<file path="config.mk">
export PLATFORM = sky130hd
export DESIGN_NAME = pll_cfg_sequencer
export DESIGN_NICKNAME = d
export VERILOG_FILES = /design/src/rtl/pll_pkg.sv /design/src/rtl/ahb_single_master.sv /design/src/rtl/pll_cfg_sequencer.sv
export SDC_FILE = /design/constraint.sdc
export NUM_CORES = 1
export LEC_CHECK = 0
export ABC_AREA = 1
export CAP_MARGIN = 20
export CORE_ASPECT_RATIO = 0.7
export CORE_MARGIN = 1.5
export CORE_UTILIZATION = 41
export CTS_CLUSTER_SIZE = 20
export DETAILED_ROUTE_END_ITERATION = 10
export GPL_ROUTABILITY_DRIVEN = 0
export PLACE_DENSITY = 0.66
export SYNTH_ARGS = -nofsm -noshare
export SYNTH_HDL_FRONTEND = slang
export SYNTH_SLANG_ARGS = --single-unit
</file>
<file path="constraint.sdc">
create_clock -name i_clk_ahb -period 5.8 [get_ports i_clk_ahb]
set_input_delay 0.58 -clock i_clk_ahb [delete_from_list [all_inputs] [get_ports i_clk_ahb]]
set_output_delay 0.58 -clock i_clk_ahb [all_outputs]
set_load 0.005 [all_outputs]
</file>
<file path="src/rtl/pll_pkg.sv">
// Shared types and constants for the PLL configuration sequencer and its AHB-Lite master.
package pll_pkg;

  localparam int unsigned ADDR_W = 32;
  localparam int unsigned DATA_W = 32;

  typedef enum logic [2:0] {
    S_IDLE, S_BYP, S_CFG, S_EN, S_POLL, S_GAP, S_RUN, S_FIN
  } state_t;

  typedef enum logic [1:0] {
    ERR_NONE    = 2'd0,
    ERR_HRESP   = 2'd1,
    ERR_TIMEOUT = 2'd2
  } err_code_t;

  typedef enum logic [1:0] {
    PH_IDLE, PH_ADDR, PH_DATA
  } phase_t;

  localparam logic [ADDR_W-1:0] OFS_CTRL = 32'h0;
  localparam logic [ADDR_W-1:0] OFS_EN   = 32'h4;
  localparam logic [ADDR_W-1:0] OFS_STAT = 32'h8;
  localparam logic [ADDR_W-1:0] OFS_CFG  = 32'hC;

  localparam logic [1:0] HTRANS_IDLE   = 2'b00;
  localparam logic [1:0] HTRANS_NONSEQ = 2'b10;
  localparam logic [2:0] HSIZE_WORD    = 3'b010;
  localparam logic [2:0] HBURST_SINGLE = 3'b000;

  typedef struct packed {
    logic              write;
    logic [ADDR_W-1:0] addr;
    logic [DATA_W-1:0] wdata;
  } ahb_req_t;

endpackage

</file>
<file path="src/rtl/ahb_single_master.sv">
// One AHB-Lite single transfer at a time: NONSEQ address phase, then a data phase stretched by hready.
module ahb_single_master
  import pll_pkg::*;
(
  input  logic              i_clk_ahb,
  input  logic              i_rst_ahb,
  input  logic              start_c,
  input  ahb_req_t          req_c,
  output logic [1:0]        htrans,
  output logic              hsel,
  output logic              hwrite,
  output logic [ADDR_W-1:0] haddr,
  output logic [DATA_W-1:0] hwdata,
  input  logic              hready,
  input  logic              hresp,
  input  logic [DATA_W-1:0] hrdata,
  output logic              done_c,
  output logic              err_c,
  output logic [DATA_W-1:0] rdata_c
);

  phase_t            phase, phase_d;
  logic [1:0]        htrans_d;
  logic              hsel_d, hwrite_d;
  logic [ADDR_W-1:0] haddr_d;
  logic [DATA_W-1:0] hwdata_d, wdata_q, wdata_d;

  assign rdata_c = hrdata;

  always_ff @(posedge i_clk_ahb or posedge i_rst_ahb) begin
    if (i_rst_ahb) begin
      phase   <= PH_IDLE;
      htrans  <= HTRANS_IDLE;
      hsel    <= 1'b0;
      hwrite  <= 1'b0;
      haddr   <= '0;
      hwdata  <= '0;
      wdata_q <= '0;
    end else begin
      phase   <= phase_d;
      htrans  <= htrans_d;
      hsel    <= hsel_d;
      hwrite  <= hwrite_d;
      haddr   <= haddr_d;
      hwdata  <= hwdata_d;
      wdata_q <= wdata_d;
    end
  end

  // Address and write enable stay put after the address phase; write data moves onto the bus for the data phase.
  always_comb begin
    phase_d  = phase;
    htrans_d = HTRANS_IDLE;
    hsel_d   = 1'b0;
    hwrite_d = hwrite;
    haddr_d  = haddr;
    hwdata_d = hwdata;
    wdata_d  = wdata_q;
    done_c   = 1'b0;
    err_c    = 1'b0;
    case (phase)
      PH_ADDR: begin
        phase_d  = PH_DATA;
        hwdata_d = wdata_q;
      end
      PH_DATA: begin
        if (hresp) begin
          err_c   = 1'b1;
          phase_d = PH_IDLE;
        end else if (hready) begin
          done_c  = 1'b1;
          phase_d = PH_IDLE;
        end
      end
      default: ;
    endcase
    if (start_c) begin
      phase_d  = PH_ADDR;
      htrans_d = HTRANS_NONSEQ;
      hsel_d   = 1'b1;
      hwrite_d = req_c.write;
      haddr_d  = req_c.addr;
      wdata_d  = req_c.wdata;
    end
  end

endmodule

</file>
<file path="src/rtl/pll_cfg_sequencer.sv">
// Reprograms a PLL over AHB-Lite: bypass, load multiplier/divider, enable, poll for lock, leave bypass.
module pll_cfg_sequencer
  import pll_pkg::*;
#(
  parameter logic [31:0] PLL_BASE     = 32'h0000_0000,
  parameter int unsigned LOCK_TIMEOUT = 1023,
  parameter int unsigned POLL_GAP     = 4
) (
  input  logic        i_clk_ahb,
  input  logic        i_rst_ahb,
  input  logic        i_req,
  input  logic [23:0] i_mult,
  input  logic [7:0]  i_div,
  output logic        o_busy,
  output logic        o_done,
  output logic        o_err,
  output logic [1:0]  o_err_code,
  output logic [1:0]  o_htrans,
  output logic        o_hsel,
  output logic        o_hwrite,
  output logic [2:0]  o_hsize,
  output logic [2:0]  o_hburst,
  output logic [31:0] o_haddr,
  output logic [31:0] o_hwdata,
  input  logic        i_hready,
  input  logic        i_hresp,
  input  logic [31:0] i_hrdata
);

  localparam int unsigned CNT_W = (LOCK_TIMEOUT < 1) ? 1 : $clog2(LOCK_TIMEOUT + 1);
  localparam int unsigned GAP_W = (POLL_GAP < 2) ? 1 : $clog2(POLL_GAP);
  localparam logic [CNT_W-1:0] CNT_MAX  = CNT_W'(LOCK_TIMEOUT);
  localparam logic [GAP_W-1:0] GAP_LAST = GAP_W'(POLL_GAP - 1);

  state_t           state, state_d;
  logic [23:0]      mult_q, mult_d;
  logic [7:0]       div_q, div_d;
  logic [CNT_W-1:0] poll_cnt, poll_d, poll_inc;
  logic [GAP_W-1:0] gap_cnt, gap_d;
  err_code_t        code_q, code_d;
  logic             busy_d, done_d, err_d;
  logic             start_c, xfer_done_c, xfer_err_c;
  ahb_req_t         req_c;
  logic [31:0]      rdata_c;
  logic             unused_rdata;

  assign o_hsize      = HSIZE_WORD;
  assign o_hburst     = HBURST_SINGLE;
  assign o_err_code   = code_q;
  assign unused_rdata = ^rdata_c[31:1];

  ahb_single_master u_master (
    .i_clk_ahb (i_clk_ahb),
    .i_rst_ahb (i_rst_ahb),
    .start_c   (start_c),
    .req_c     (req_c),
    .htrans    (o_htrans),
    .hsel      (o_hsel),
    .hwrite    (o_hwrite),
    .haddr     (o_haddr),
    .hwdata    (o_hwdata),
    .hready    (i_hready),
    .hresp     (i_hresp),
    .hrdata    (i_hrdata),
    .done_c    (xfer_done_c),
    .err_c     (xfer_err_c),
    .rdata_c   (rdata_c)
  );

  always_ff @(posedge i_clk_ahb or posedge i_rst_ahb) begin
    if (i_rst_ahb) begin
      state    <= S_IDLE;
      mult_q   <= '0;
      div_q    <= '0;
      poll_cnt <= '0;
      gap_cnt  <= '0;
      code_q   <= ERR_NONE;
      o_busy   <= 1'b0;
      o_done   <= 1'b0;
      o_err    <= 1'b0;
    end else begin
      state    <= state_d;
      mult_q   <= mult_d;
      div_q    <= div_d;
      poll_cnt <= poll_d;
      gap_cnt  <= gap_d;
      code_q   <= code_d;
      o_busy   <= busy_d;
      o_done   <= done_d;
      o_err    <= err_d;
    end
  end

  // Each transfer is launched on the edge that enters its state, so a zero-wait transfer costs two cycles.
  always_comb begin
    state_d  = state;
    mult_d   = mult_q;
    div_d    = div_q;
    poll_d   = poll_cnt;
    gap_d    = gap_cnt;
    code_d   = code_q;
    done_d   = 1'b0;
    err_d    = 1'b0;
    start_c  = 1'b0;
    req_c    = '0;
    poll_inc = (poll_cnt == CNT_MAX) ? poll_cnt : poll_cnt + CNT_W'(1);

    case (state)
      S_IDLE: if (i_req) begin
        mult_d  = i_mult;
        div_d   = i_div;
        code_d  = ERR_NONE;
        poll_d  = '0;
        gap_d   = '0;
        state_d = S_BYP;
        start_c = 1'b1;
      end
      S_BYP:  if (xfer_done_c) begin state_d = S_CFG;  start_c = 1'b1; end
      S_CFG:  if (xfer_done_c) begin state_d = S_EN;   start_c = 1'b1; end
      S_EN:   if (xfer_done_c) begin state_d = S_POLL; start_c = 1'b1; end
      S_POLL: if (xfer_done_c) begin
        if (rdata_c[0]) begin
          state_d = S_RUN;
          start_c = 1'b1;
        end else begin
          poll_d = poll_inc;
          if (poll_inc == CNT_MAX) begin
            err_d   = 1'b1;
            code_d  = ERR_TIMEOUT;
            state_d = S_IDLE;
          end else if (POLL_GAP == 0) begin
            start_c = 1'b1;
          end else begin
            state_d = S_GAP;
            gap_d   = '0;
          end
        end
      end
      S_GAP: begin
        if (gap_cnt == GAP_LAST) begin
          state_d = S_POLL;
          start_c = 1'b1;
        end else begin
          gap_d = gap_cnt + GAP_W'(1);
        end
      end
      S_RUN:  if (xfer_done_c) begin state_d = S_FIN; done_d = 1'b1; end
      S_FIN:  state_d = S_IDLE;
      default: state_d = S_IDLE;
    endcase

    // A slave error aborts wherever it occurs; the PLL is left as the last good write put it.
    if (xfer_err_c) begin
      state_d = S_IDLE;
      err_d   = 1'b1;
      code_d  = ERR_HRESP;
      start_c = 1'b0;
    end

    case (state_d)
      S_BYP:  begin req_c.write = 1'b1; req_c.addr = PLL_BASE + OFS_CTRL; req_c.wdata = 32'h1; end
      S_CFG:  begin req_c.write = 1'b1; req_c.addr = PLL_BASE + OFS_CFG;  req_c.wdata = {mult_d, div_d}; end
      S_EN:   begin req_c.write = 1'b1; req_c.addr = PLL_BASE + OFS_EN;   req_c.wdata = 32'h1; end
      S_POLL: begin req_c.write = 1'b0; req_c.addr = PLL_BASE + OFS_STAT; end
      S_RUN:  begin req_c.write = 1'b1; req_c.addr = PLL_BASE + OFS_CTRL; req_c.wdata = 32'h0; end
      default: ;
    endcase

    busy_d = (state_d != S_IDLE) && (state_d != S_FIN);
  end

endmodule

</file>
==> key figures <==
Outcome
  – Outcome: finished clean

Logic synthesis
  – Area contributors post-synth: dfrtp_1, nand2_1, o21ai_0
  – Synth unique cells: 37
  – Post-synthesis mux area share: 0.207%
  – Yosys reg bits: between 100 and 150
  – Post-synthesis compound-gate area fraction: 9.43%
  – Synth Flop Type: dfrtp_1
  – Netlist Area Pre-Place: 5440 µm²
  – Share of the synthesized area in the top cell type: 56.1%
  – Post-synth top area cell: dfrtp_1
  – Synth Area in Adders: 0.460%
  – Mapped Cells: 620
  – Sequential-to-total area share from yosys stat: 56.1%
  – Post-synthesis simple-gate area fraction: between 20% and 30%
  – Avg Inst Size Synth: between 8 and 9 µm²
  – Post-Synth XOR/XNOR Area: 0.322%
  – FFs w/ async S/R, synth: 100%
  – Main combinational cell family by area after synthesis: simple AND/OR/NAND/NOR gates
  – Syn. warnings: 0
  – EDFF count, synth: 0

Global route
  – All-layer global routing usage: 18.3%
  – Global-route layer with the greatest usage: met2
  – Initial antenna violation count: 0
  – Met2 GRT Util: 30.5%
  – Vias in the first global route: 4,206
  – Met1 Use GR: 23.1%
  – Largest net degree at the start of global routing: 78
  – Met3 Use GR: 4.77%
  – Grt ovf: 0
  – First-pass GRT wire length: 20,000 µm

Die
  – DIE WIDTH: between 100 and 150 µm
  – Std-Cell Rows: 34
  – Starting density of the core: 42.9%
  – Die area: 14,000 µm²
  – IO Pins: 148
  – Die Height: just under 100 µm
  – Core Region: 12,700 µm²

Cells and area
  – Fin nets: 771
  – Most frequent cells in the layout: nand2_1, dfrtp_1, clkdlybuf4s50_1
  – Layout cell share with drive strength beyond 1: ~11%
  – Area Overhead vs Synth: 26.7%
  – Final instance area: 6900 µm²
  – Commonest non-fill, non-tap cell in the layout: nand2_1
  – Final non-filler cell total: 875
  – # diodes: 0
  – Filler instances: 1,139

Timing
  – RSZ-0062 raised after global routing: false
  – Min Tclk post-route: 3.23 ns
  – Worst Tran Pin Value: between 0.9 and 1 ns
  – Final slew viol count: 0
  – Setup Viol. Count Final: 0
  – Final period utilization: 55.7%
  – Final hold violations: 0
  – Setup Skew: 0.00661 ns
  – Max Clock Freq: 309 MHz
  – Setup TNS Final: 0 ns
  – Worst setup margin: around 2.6 ns
  – Rel. slew slack: 38.4%

Critical path
  – R2R Path End: u_master.hwrite
  – Worst path slowest cell: nor2_4
  – Reg2reg setup slack: around 2.6 ns
  – R2r startpoint: state[1]
  – CP Max Fanout: 37
  – Cells along the critical path: nor2_1 > inv_2 > nor2_2 > inv_2 > nor2_4 > inv_2 > nand3_1 > nand2_2 > inv_6 > nand2_2 > nor2_2 > nor2_2
  – Crit path DAT: around 3.5 ns
  – Path depth of the worst reg2reg path: 12
  – Max stage delay on crit path: 0.69 ns
  – Worst setup path end: u_master.hwrite
  – Critical path launch point type: flop
  – Crit path capture type: flop
  – Worst Setup SP: state[1]
  – Critical Path RT: 6.11 ns
  – CP Class: reg -> reg

Pwr
  – P_leak: between 3 and 4 nW
  – Tot Pwr: 3.55 mW
  – Max IR drop VDD: 268 µV
  – PwrDens: between 500 and 600 nW/µm²

Clock tree
  – CTS sink count: ~120
  – H-tree Lvls: 4
  – Resize count post-CTS: 0
  – Post-CTS Hold Fix Bufs: 0
  – Root Buffer: clkbuf_16
  – Clock Latency Late Sink: 0.42 ns
  – CTS tree: yes
  – Clock transition at path regs: approximately 0.06 ns
  – CTS buffer count: 17
  – Setup Buffers After CTS: 0
  – CTS max path bufs: 2

Placed design
  – Number of I/O port buffers: 79
  – Post-DP HPWL: 7930 µm
  – Placed cell count: 842
  – DP Area: approximately 6200 µm²
  – Pre-CTS setup slack: ~2.3 ns

Drt
  – Via count: between 4,000 and 5,000
  – Wirelength per Cell: 13.9 µm
  – Drt first pass iters: 5
  – First DRT Iteration DRCs: ~180
  – Routed vias/inst: 4.79
  – DRC: 0
  – Post-DRT Antenna Nets: 0
  – Final wirelength: 12,200 µm

Flow run
  – Maxcap violations: 0

Hold path
  – Worst Hold Class: reg -> reg
[cells in the mapped netlist, types with 2 or more instances]
cell type	count
ha_1	2
nor2_4	7
nor2_1	15
o21ai_2	2
o21ai_1	9
xor2_1	2
buf_4	38
nand3_2	3
inv_1	59
nand2_1	209
nand4_1	3
nand3_1	13
dfrtp_1	122
buf_2	6
nand2_2	7
nand2_4	3
clkbuf_1	11
o22ai_1	3
nor2_2	6
a21oi_1	5
nor3_1	2
inv_2	9
o21ai_0	67
conb_1	2
a22o_1	2
clkinv_1	2
[critical path, delay by kind of cell, from the launching register on]
family        cells  cell delay, ns
buf+inv           4            0.95
flops             1            0.41
simple gates      8            1.74
[layout make-up]
class	count	area, µm²	area share, %
Timing Repair Buffer	82	826	12.0
Sequential cell	122	3050	44.3
Multi-Input combinational cell	406	1890	27.4
Tap cell	162	203	2.94
Inverter	71	274	3.97
Clock buffer	18	429	6.22
Clock inverter	14	220	3.19
[metrics by stage]
stage	hold slack [ns]	util, %
detailed placement	0.455	49.1
global route	0.491	54.4
global placement	0.450	49.1
CTS	0.470	54.2
floorplan	0.438	-
finish	0.466	54.4
[power breakdown]
part,internal [mW],switching (mW)
sequential,1.16,0.133
combinational,0.449,0.641
clock,0.764,0.397
[registers in the layout (all words and copies together), names as in the netlist]
register / count
div_q: 8
gap_cnt: 2
mult_q: 24
o_busy: 1
o_done: 1
o_err: 1
o_err_code: 2
poll_cnt: 10
state: 3
u_master.haddr: 2
u_master.hsel: 1
u_master.hwdata: 32
u_master.hwrite: 1
u_master.phase: 2
u_master.wdata_q: 32
[metal layers]
layer | up-vias | wire [µm]
li1 | 2022 | -
met1 | 2031 | 5510
met2 | 127 | 5850
met3 | 14 | 651
met4 | 0 | 154
met5 | - | 0
[kinds of logic after synthesis]
group	count (synthesis)
AOI/OAI and AO/OA	94
xor gates and xnor gates	2
adders and majority gates	2
buffers and inverters	127
DFF	122
muxes	1
other	2
and+or+nand+nor	270
[worst min-delay path by stage]
stage,from,end,slack (ns),cells past startpoint
2_1_floorplan,div_q[1],div_q[1],0.44,2
3_3_place_gp,div_q[5],div_q[5],0.45,2
3_5_place_dp,mult_q[23],mult_q[23],0.45,2
4_1_cts,mult_q[7],mult_q[7],0.47,2
5_1_grt,mult_q[0],mult_q[0],0.49,2
6_report,mult_q[7],mult_q[7],0.47,2
No activity file was read; power rests on OpenSTA's default activity.
